### src/rtl/eexp_pkg.sv
// Shared types, fixed-point constants and exponent limits for the e^x range-reduction stage.
// Optional build macro EXP_RANGE_ROUND_EN is consumed by fixed_mul and exp_range_reduce.
package eexp_pkg;

  localparam int unsigned TOTAL_BITS_DEF      = 32;
  localparam int unsigned FRACTIONAL_BITS_DEF = 16;
  localparam int unsigned K_BITS_DEF          = 8;

  typedef logic signed [TOTAL_BITS_DEF-1:0]   value_type;
  typedef logic signed [2*TOTAL_BITS_DEF-1:0] mul_type;

  function automatic longint log2e_fixed(input int unsigned fb);
    return longint'(1.4426950408889634 * (2.0 ** fb));
  endfunction

  function automatic longint ln2_fixed(input int unsigned fb);
    return longint'(0.6931471805599453 * (2.0 ** fb));
  endfunction

  localparam value_type LOG2E = value_type'(log2e_fixed(FRACTIONAL_BITS_DEF));
  localparam value_type LN2   = value_type'(ln2_fixed(FRACTIONAL_BITS_DEF));

  function automatic int k_max(input int unsigned tb, input int unsigned fb);
    return int'(tb) - int'(fb) - 2;
  endfunction

  function automatic int k_min(input int unsigned fb);
    return -(int'(fb) + 1);
  endfunction

endpackage

### src/rtl/fixed_mul.sv
// Signed fixed-point multiply: full-width product arithmetically shifted by FRACTIONAL_BITS.
// With EXP_RANGE_ROUND_EN defined, half an LSB is added before the shift (round half up).
module fixed_mul
  import eexp_pkg::*;
#(
  parameter int unsigned TOTAL_BITS      = TOTAL_BITS_DEF,
  parameter int unsigned FRACTIONAL_BITS = FRACTIONAL_BITS_DEF
) (
  input  logic signed [TOTAL_BITS-1:0]   a,
  input  logic signed [TOTAL_BITS-1:0]   b,
  output logic signed [2*TOTAL_BITS-1:0] p
);

  typedef logic signed [2*TOTAL_BITS-1:0] wide_t;

  wide_t prod;

  always_comb begin
    prod = wide_t'(a) * wide_t'(b);
`ifdef EXP_RANGE_ROUND_EN
    prod = prod + (wide_t'(1) <<< (FRACTIONAL_BITS - 1));
`endif
    p = prod >>> FRACTIONAL_BITS;
  end

endmodule

### src/rtl/exp_range_reduce.sv
// Three-stage range reduction e^x = e^r * 2^k with valid/ready flow control.
// Build option: EXP_RANGE_ROUND_EN selects rounded products with r clamped to <= 0.
module exp_range_reduce
  import eexp_pkg::*;
#(
  parameter int unsigned TOTAL_BITS      = TOTAL_BITS_DEF,
  parameter int unsigned FRACTIONAL_BITS = FRACTIONAL_BITS_DEF,
  parameter int unsigned K_BITS          = K_BITS_DEF
) (
  input  logic                         clk,
  input  logic                         reset_n,
  input  logic                         in_valid,
  output logic                         in_ready,
  input  logic signed [TOTAL_BITS-1:0] x,
  output logic                         out_valid,
  input  logic                         out_ready,
  output logic signed [TOTAL_BITS-1:0] r,
  output logic signed [K_BITS-1:0]     k,
  output logic                         ovf,
  output logic                         unf
);

  typedef logic signed [TOTAL_BITS-1:0]   val_t;
  typedef logic signed [2*TOTAL_BITS-1:0] wide_t;
  typedef logic signed [K_BITS-1:0]       kout_t;

  localparam val_t  LOG2E_C = val_t'(log2e_fixed(FRACTIONAL_BITS));
  localparam val_t  LN2_C   = val_t'(ln2_fixed(FRACTIONAL_BITS));
  localparam wide_t KMAX_W  = wide_t'(k_max(TOTAL_BITS, FRACTIONAL_BITS));
  localparam wide_t KMIN_W  = wide_t'(k_min(FRACTIONAL_BITS));

  logic  adv;
  logic  s1_valid, s2_valid, s2_ovf, s2_unf;
  wide_t s1_y, y_nx;
  val_t  s2_f, f_nx, r_nx;
  kout_t s2_k, k_nx;
  wide_t kf, kc, f_w, r_w;
  logic  ovf_nx, unf_nx;
  logic  unused_hi;

  assign adv      = !out_valid || out_ready;
  assign in_ready = adv;

  fixed_mul #(.TOTAL_BITS(TOTAL_BITS), .FRACTIONAL_BITS(FRACTIONAL_BITS)) u_mul_log2e (
    .a(x),
    .b(LOG2E_C),
    .p(y_nx)
  );

  // k = ceil(y); clamping forces f to zero so r collapses to 0 at the limits
  always_comb begin
    kf     = s1_y >>> FRACTIONAL_BITS;
    kc     = (|s1_y[FRACTIONAL_BITS-1:0]) ? kf + wide_t'(1) : kf;
    f_w    = s1_y - (kc <<< FRACTIONAL_BITS);
    ovf_nx = 1'b0;
    unf_nx = 1'b0;
    if (kc > KMAX_W) begin
      kc     = KMAX_W;
      f_w    = '0;
      ovf_nx = 1'b1;
    end else if (kc < KMIN_W) begin
      kc     = KMIN_W;
      f_w    = '0;
      unf_nx = 1'b1;
    end
    k_nx = kc[K_BITS-1:0];
    f_nx = f_w[TOTAL_BITS-1:0];
  end

  fixed_mul #(.TOTAL_BITS(TOTAL_BITS), .FRACTIONAL_BITS(FRACTIONAL_BITS)) u_mul_ln2 (
    .a(s2_f),
    .b(LN2_C),
    .p(r_w)
  );

  always_comb begin
    r_nx = r_w[TOTAL_BITS-1:0];
`ifdef EXP_RANGE_ROUND_EN
    if (r_nx > 0) r_nx = '0;
`endif
  end

  assign unused_hi = ^{kc[2*TOTAL_BITS-1:K_BITS], f_w[2*TOTAL_BITS-1:TOTAL_BITS],
                       r_w[2*TOTAL_BITS-1:TOTAL_BITS]};

  always_ff @(posedge clk) begin
    if (!reset_n) begin
      s1_valid  <= 1'b0;
      s1_y      <= '0;
      s2_valid  <= 1'b0;
      s2_f      <= '0;
      s2_k      <= '0;
      s2_ovf    <= 1'b0;
      s2_unf    <= 1'b0;
      out_valid <= 1'b0;
      r         <= '0;
      k         <= '0;
      ovf       <= 1'b0;
      unf       <= 1'b0;
    end else if (adv) begin
      s1_valid  <= in_valid;
      s1_y      <= y_nx;
      s2_valid  <= s1_valid;
      s2_f      <= f_nx;
      s2_k      <= k_nx;
      s2_ovf    <= ovf_nx;
      s2_unf    <= unf_nx;
      out_valid <= s2_valid;
      r         <= r_nx;
      k         <= s2_k;
      ovf       <= s2_ovf;
      unf       <= s2_unf;
    end
  end

endmodule

### config.mk
export PLATFORM = sky130hd
export DESIGN_NAME = exp_range_reduce
export DESIGN_NICKNAME = d
export VERILOG_FILES = /design/src/rtl/eexp_pkg.sv /design/src/rtl/fixed_mul.sv /design/src/rtl/exp_range_reduce.sv
export SDC_FILE = /design/constraint.sdc
export NUM_CORES = 1
export LEC_CHECK = 0
export BUFFER_PORTS_ARGS = -buffer_cell sky130_fd_sc_hd__buf_2
export CAP_MARGIN = 20
export CORE_ASPECT_RATIO = 1.25
export CORE_MARGIN = 2
export CORE_UTILIZATION = 65
export CTS_BUF_LIST = sky130_fd_sc_hd__clkbuf_8
export CTS_CLUSTER_DIAMETER = 60
export DETAILED_ROUTE_END_ITERATION = 8
export PLACE_DENSITY = 0.84
export SYNTH_ARGS = -nofsm -noshare
export SYNTH_HDL_FRONTEND = slang
export SYNTH_SLANG_ARGS = --single-unit
### constraint.sdc
create_clock -name clk -period 20.4 [get_ports clk]
set_clock_uncertainty 0.1 [all_clocks]
set_input_delay 2.04 -clock clk [delete_from_list [all_inputs] [get_ports clk]]
set_output_delay 2.04 -clock clk [all_outputs]
set_load 0.05 [all_outputs]
=== Word level (Yosys, flattened, before mapping) ===
Index checks and enable logic that the tools add are counted.

* Register bits after elaboration: 121
* Bits in latches: 0
* Memory bits (writable): 0
* Bits in read-only memories: 0
* Input port bits: 36
* Output and inout bits: 44
* Logic and storage cells: 29
* Memories kept: 0

* $add $sub $neg: 2
* Multiply operators: 2
* Divide/modulo/power cells: 0
* $lt $le $gt $ge: 2
* Eq/ne operators: 0
* Shifts and indexed selects: 0
* Mux-type cells: 8
* Bitwise operators: 0
* Reductions and logical operators: 3

{| class="wikitable"
|+ Operator list
! operator !! number
|-
| > comparator 64 x 5 -> 1 bit (second input constant) || 1
|-
| < comparator 64 x 6 -> 1 bit (second input constant) || 1
|-
| two-way mux 32 bit || 2
|-
| two-way mux 64 bit || 1
|-
| multiplier 32 x 16 -> 48 bit (second input constant) || 1
|-
| multiplier 32 x 16 -> 47 bit (second input constant) || 1
|-
| subtractor 32 bit || 1
|-
| adder 18 x 2 -> 19 bit (second input constant) || 1
|-
| two-way mux 8 bit || 2
|-
| OR reduction 16 bit || 1
|-
| two-way mux 1 bit || 3
|-
| zero test 1 bit || 1
|-
| logical OR 1 bit || 1
|}

=== Longest topological paths before layout ===
* Word-level depth: 5
* Gate-level depth with buffers: 22
* Gate-level depth less buffers: 22

=== By module ===
Synthesis repeated with hierarchy kept, for this count alone.

* Cells, all modules: 8894
* Area, all modules: 80626.1 um^2

{| class="wikitable"
|+ Modules (own cells, without submodules)
! module !! instances !! cells an instance !! area an instance (um^2) !! seq. area each (um^2)
|-
| fixed_mul at u_mul_ln2 || 1 || 3997 || 36607.6 || 0.0
|-
| fixed_mul at u_mul_log2e || 1 || 3829 || 35869.4 || 0.0
|-
| exp_range_reduce || 1 || 1068 || 8149.1 || 3022.9
|}

=== Worst setup path before layout ===
Ideal clock, no wire load.

* Path type: input port to flip-flop
* Start point: input port x[5]
* End point: register s1_y[28]
* Setup time: 0.066 ns
* Data arrival time: 7.709 ns
* Data required time: 20.234 ns
* Slack: 12.525 ns
* Stages on the path: 20
* Path buffers: 0
* Cell sequence: inv_1 -> fa_1 -> inv_1 -> ha_1 -> fa_1 -> fa_1 -> fa_1 -> inv_1 -> fa_1 -> inv_1 -> ha_1 -> a21o_1 -> a221o_1 -> a2111oi_0 -> nand3_1 -> a21oi_1 -> o211ai_1 -> a2111oi_0 -> o2111ai_1 -> nand3_1

* Word-level cells in the longest chain between the ends: 1

{| class="wikitable"
|+ Ends and longest elaborated chain
! item !! RTL line !! RTL
|-
| start, declared || exp_range_reduce.sv:14 || <nowiki>input logic signed [TOTAL_BITS-1:0] x,</nowiki>
|-
| multiplier 32 x 16 -> 48 bit || fixed_mul.sv:19 || <nowiki>prod = wide_t'(a) * wide_t'(b);</nowiki>
|-
| end signal, assigned || exp_range_reduce.sv:102 || <nowiki>s1_y <= y_nx;</nowiki>
|-
| end, declared || exp_range_reduce.sv:34 || <nowiki>wide_t s1_y, y_nx;</nowiki>
|}

No other way between the ends.
A chain may end at the register's enable or synchronous reset.

=== Worst setup path after layout ===
Ends and elaborated chain as after synthesis.

==> results.sh <==
export IMPL_die_w_um=172
export IMPL_fmax_ghz=0.120
export IMPL_cts_sinks=121
export IMPL_ys_seq_elements=121
export IMPL_fp_coreArea_um2=34500
export IMPL_synth_top_area_cell="fa_1"
export IMPL_cts_clk_slew_worst_paths_ns=0.08
export IMPL_grt_overflow_total=0
export IMPL_synth_ff_type="dfxtp_1"
export IMPL_grt_max_degree=57
export IMPL_vias=16900
export IMPL_drv_cap=0
export IMPL_required_ns=20.68
export IMPL_start_util=0.661
export IMPL_met1_usage=0.354
export IMPL_synth_edf_count=0
export IMPL_slew_violations=0
export IMPL_synthMostInstantiatedCell="inv_1"
export IMPL_yosys_area_top_type_share=0.325
export IMPL_tritoncts="done"
export IMPL_die_height_um=213
export IMPL_post_cts_buffers=0
export IMPL_arrival_ns=8.58
export IMPL_synthArstFlopShare=0
export IMPL_cts_buffers_inserted=17
export IMPL_hold_buffers=0
export IMPL_syn_inst=2454
export IMPL_synth_cell_type_count=72
export IMPL_hold_viol_final=0
export IMPL_fin_crit_ns=8.30
export IMPL_max_stage_delay_ns=0.57
export IMPL_place_port_buffers=79
export IMPL_final_setup_viol_count=0
export IMPL_hpwlAfterDp_mm=44.4
export IMPL_syn_area_per_cell_um2=9.29
export IMPL_syn_area_um2=22800
export IMPL_endpoint_kind="flop"
export IMPL_htreeDepth=4
export IMPL_path_common_cell="fa_1"
export IMPL_std_cell_rows=76
export IMPL_wl_per_cell_um=17.3
export IMPL_status="completed"
export IMPL_finalWeightedCongestion=0.951
export IMPL_drt_pass1_iter_count=6
export IMPL_ant_nets=0
export IMPL_crit_family="adder cells"
export IMPL_io_pins=80
export IMPL_fin_nets=3335
export IMPL_synth_warnings=0
export IMPL_grt_pass1_wl_mm=87.2
export IMPL_seq_area_frac_synth=0.106
export IMPL_cts_root_buf="clkbuf_8"
export IMPL_grt_setup_unrepaired="false"
export IMPL_dieArea_um2=36600
export IMPL_use_met3=0.0323
export IMPL_drt_wl_total_mm=51.9
export IMPL_synth_common_cells="inv_1 (675), ha_1 (408), fa_1 (370)"
export IMPL_antenna_found_initial=0
export IMPL_vias_per_cell=5.61
export IMPL_clock_latency_ns=0.49
export IMPL_critPathMaxFanout=6
export IMPL_crit_path_cell_trace="buf_2 > inv_1 > fa_1 > inv_1 > ha_1 > fa_1 > fa_1 > fa_1 > inv_1 > fa_1 > inv_1 > ha_1 > a21o_1 > a221o_1 > a2111oi_0 > nand3_1 > a21oi_1 > o211ai_1 > a2111oi_0 > or3_1 > nand3_1"
export IMPL_critPathBufInv=5
export IMPL_clockBufferDepth=2
export IMPL_grtUsageTotal=0.304
export IMPL_crit_slowest_cell="a2111oi_0"
export IMPL_synth_nets=3268
export IMPL_fin_crit_sh=0.407
export IMPL_drive_gt1_frac=0.0572
export IMPL_slew_headroom=0.235
export IMPL_cp_start_kind="input port"
export IMPL_grt_pass1_vias=18300
export IMPL_area_growth_pct=5.61
export IMPL_path_class="input port to flop"
export IMPL_worstMarginPinSlew_ns=1.14
export IMPL_grtUsageMet2=0.561
export IMPL_first_iter_violations=764
export IMPL_setup_tns_ns=0
export IMPL_drc=0
export IMPL_post_cts_resized=0
export IMPL_hold_class="flop to flop"
export IMPL_synthTopCellsByArea="fa_1 (32%), ha_1 (22%), inv_1 (11%), dfxtp_1 (11%), a21oi_1 (2.6%)"
export IMPL_grt_busiest_layer="met2"
layer usage:
metal	wire length (um)	up-vias	share of wire
met5	0	-	0
met4	2180	0	0.042
met3	2100	151	0.041
met2	27200	483	0.52
met1	20400	8281	0.39
li1	-	7941	-
worst reg2reg max path: stages (launching register included):
cell and delay, ns:
dfxtp_1 0.57, ha_1 0.33, inv_1 0.09, fa_1 0.42, inv_1 0.09, fa_1 0.44, fa_1 0.48, fa_1 0.59
inv_1 0.07, fa_1 0.53, inv_1 0.04, ha_1 0.32, nand2_1 0.10, nor4_1 0.57, a211oi_1 0.23, a211oi_1 0.56
o21ai_0 0.15, buf_4 0.18, a21oi_1 0.21, o21ai_0 0.22, o2111a_1 0.28, a221o_1 0.25
sequential cells by signal, summed over array words and instances (netlist names):
name       flops
k              8
s2_unf         1
s1_valid       1
ovf            1
s2_f          32
s2_ovf         1
s1_y          34
s2_valid       1
s2_k           8
r             32
out_valid      1
unf            1
final cells by class:
| cell class | instances | area (um2) |
|---|---|---|
| repair buffers | 88 | 463 |
| multi-input cells | 1615 | 17700 |
| clock buffers | 18 | 248 |
| well taps | 468 | 586 |
| diodes | 1 | 2.50 |
| inverters | 678 | 2540 |
| clock inverters | 14 | 149 |
| fillers | 2546 | 10400 |
| flip-flops and latches | 121 | 2420 |
per-stage QoR:
| step | utilization | instance area [um2] | setup slack [ns] | hold slack, ns | cells |
|---|---|---|---|---|---|
| final | 0.698 | 24100 | 12.10 | 0.349 | 3003 |
| after global routing | 0.698 | 24100 | 11.66 | 0.378 | 3002 |
| after CTS | 0.698 | 24100 | 12.12 | 0.354 | 3002 |
| after detailed placement | 0.686 | 23700 | 11.60 | 0.336 | 2970 |
| after global placement | 0.686 | 23700 | 11.82 | 0.329 | 2970 |
| after floorplan | - | 22800 | 12.52 | 0.332 | 2454 |
cell usage in the layout, fill, tap and decap left out, types with 5 or more instances in the layout:
master,instances
nor3_1,11
nor2_1,55
buf_2,79
or3_1,20
mux2i_1,8
buf_4,9
fa_1,370
o21ai_0,69
and3_1,17
inv_1,675
a21o_1,33
xnor2_1,55
nand4_1,12
clkinvlp_4,6
a22o_1,35
o211a_1,5
a21oi_1,117
nand2_1,154
o21a_1,8
ha_1,408
a21boi_0,5
a211oi_1,13
o31ai_1,7
a31oi_1,11
and2_1,8
dfxtp_1,121
o211ai_1,7
nand3_1,38
or2_2,6
clkbuf_8,18
xor2_1,39
o21bai_1,5
nand2b_1,7
nor2b_1,13
and4_1,6
kinds of logic after synthesis:
family,Yosys count,synth area share
mux,8,0.00351
flops,121,0.106
simple gates,373,0.0806
compound gates,362,0.105
buf+inv,718,0.120
xor+xnor,94,0.0361
fa+ha+maj,778,0.549
path summary, 6_finish.rpt:
kind             from  endpoint  slack (ns)  depth (start not counted)
max              x[5]  s1_y[28]       12.10                         21
min             r[21]     r[21]        0.35                          2
max reg2reg  s2_f[12]     r[31]       13.48                         21
min reg2reg     r[21]     r[21]        0.35                          2
Power is not shown: default switching activity piles up to over one toggle a cycle in this logic, so the estimate is an artifact.
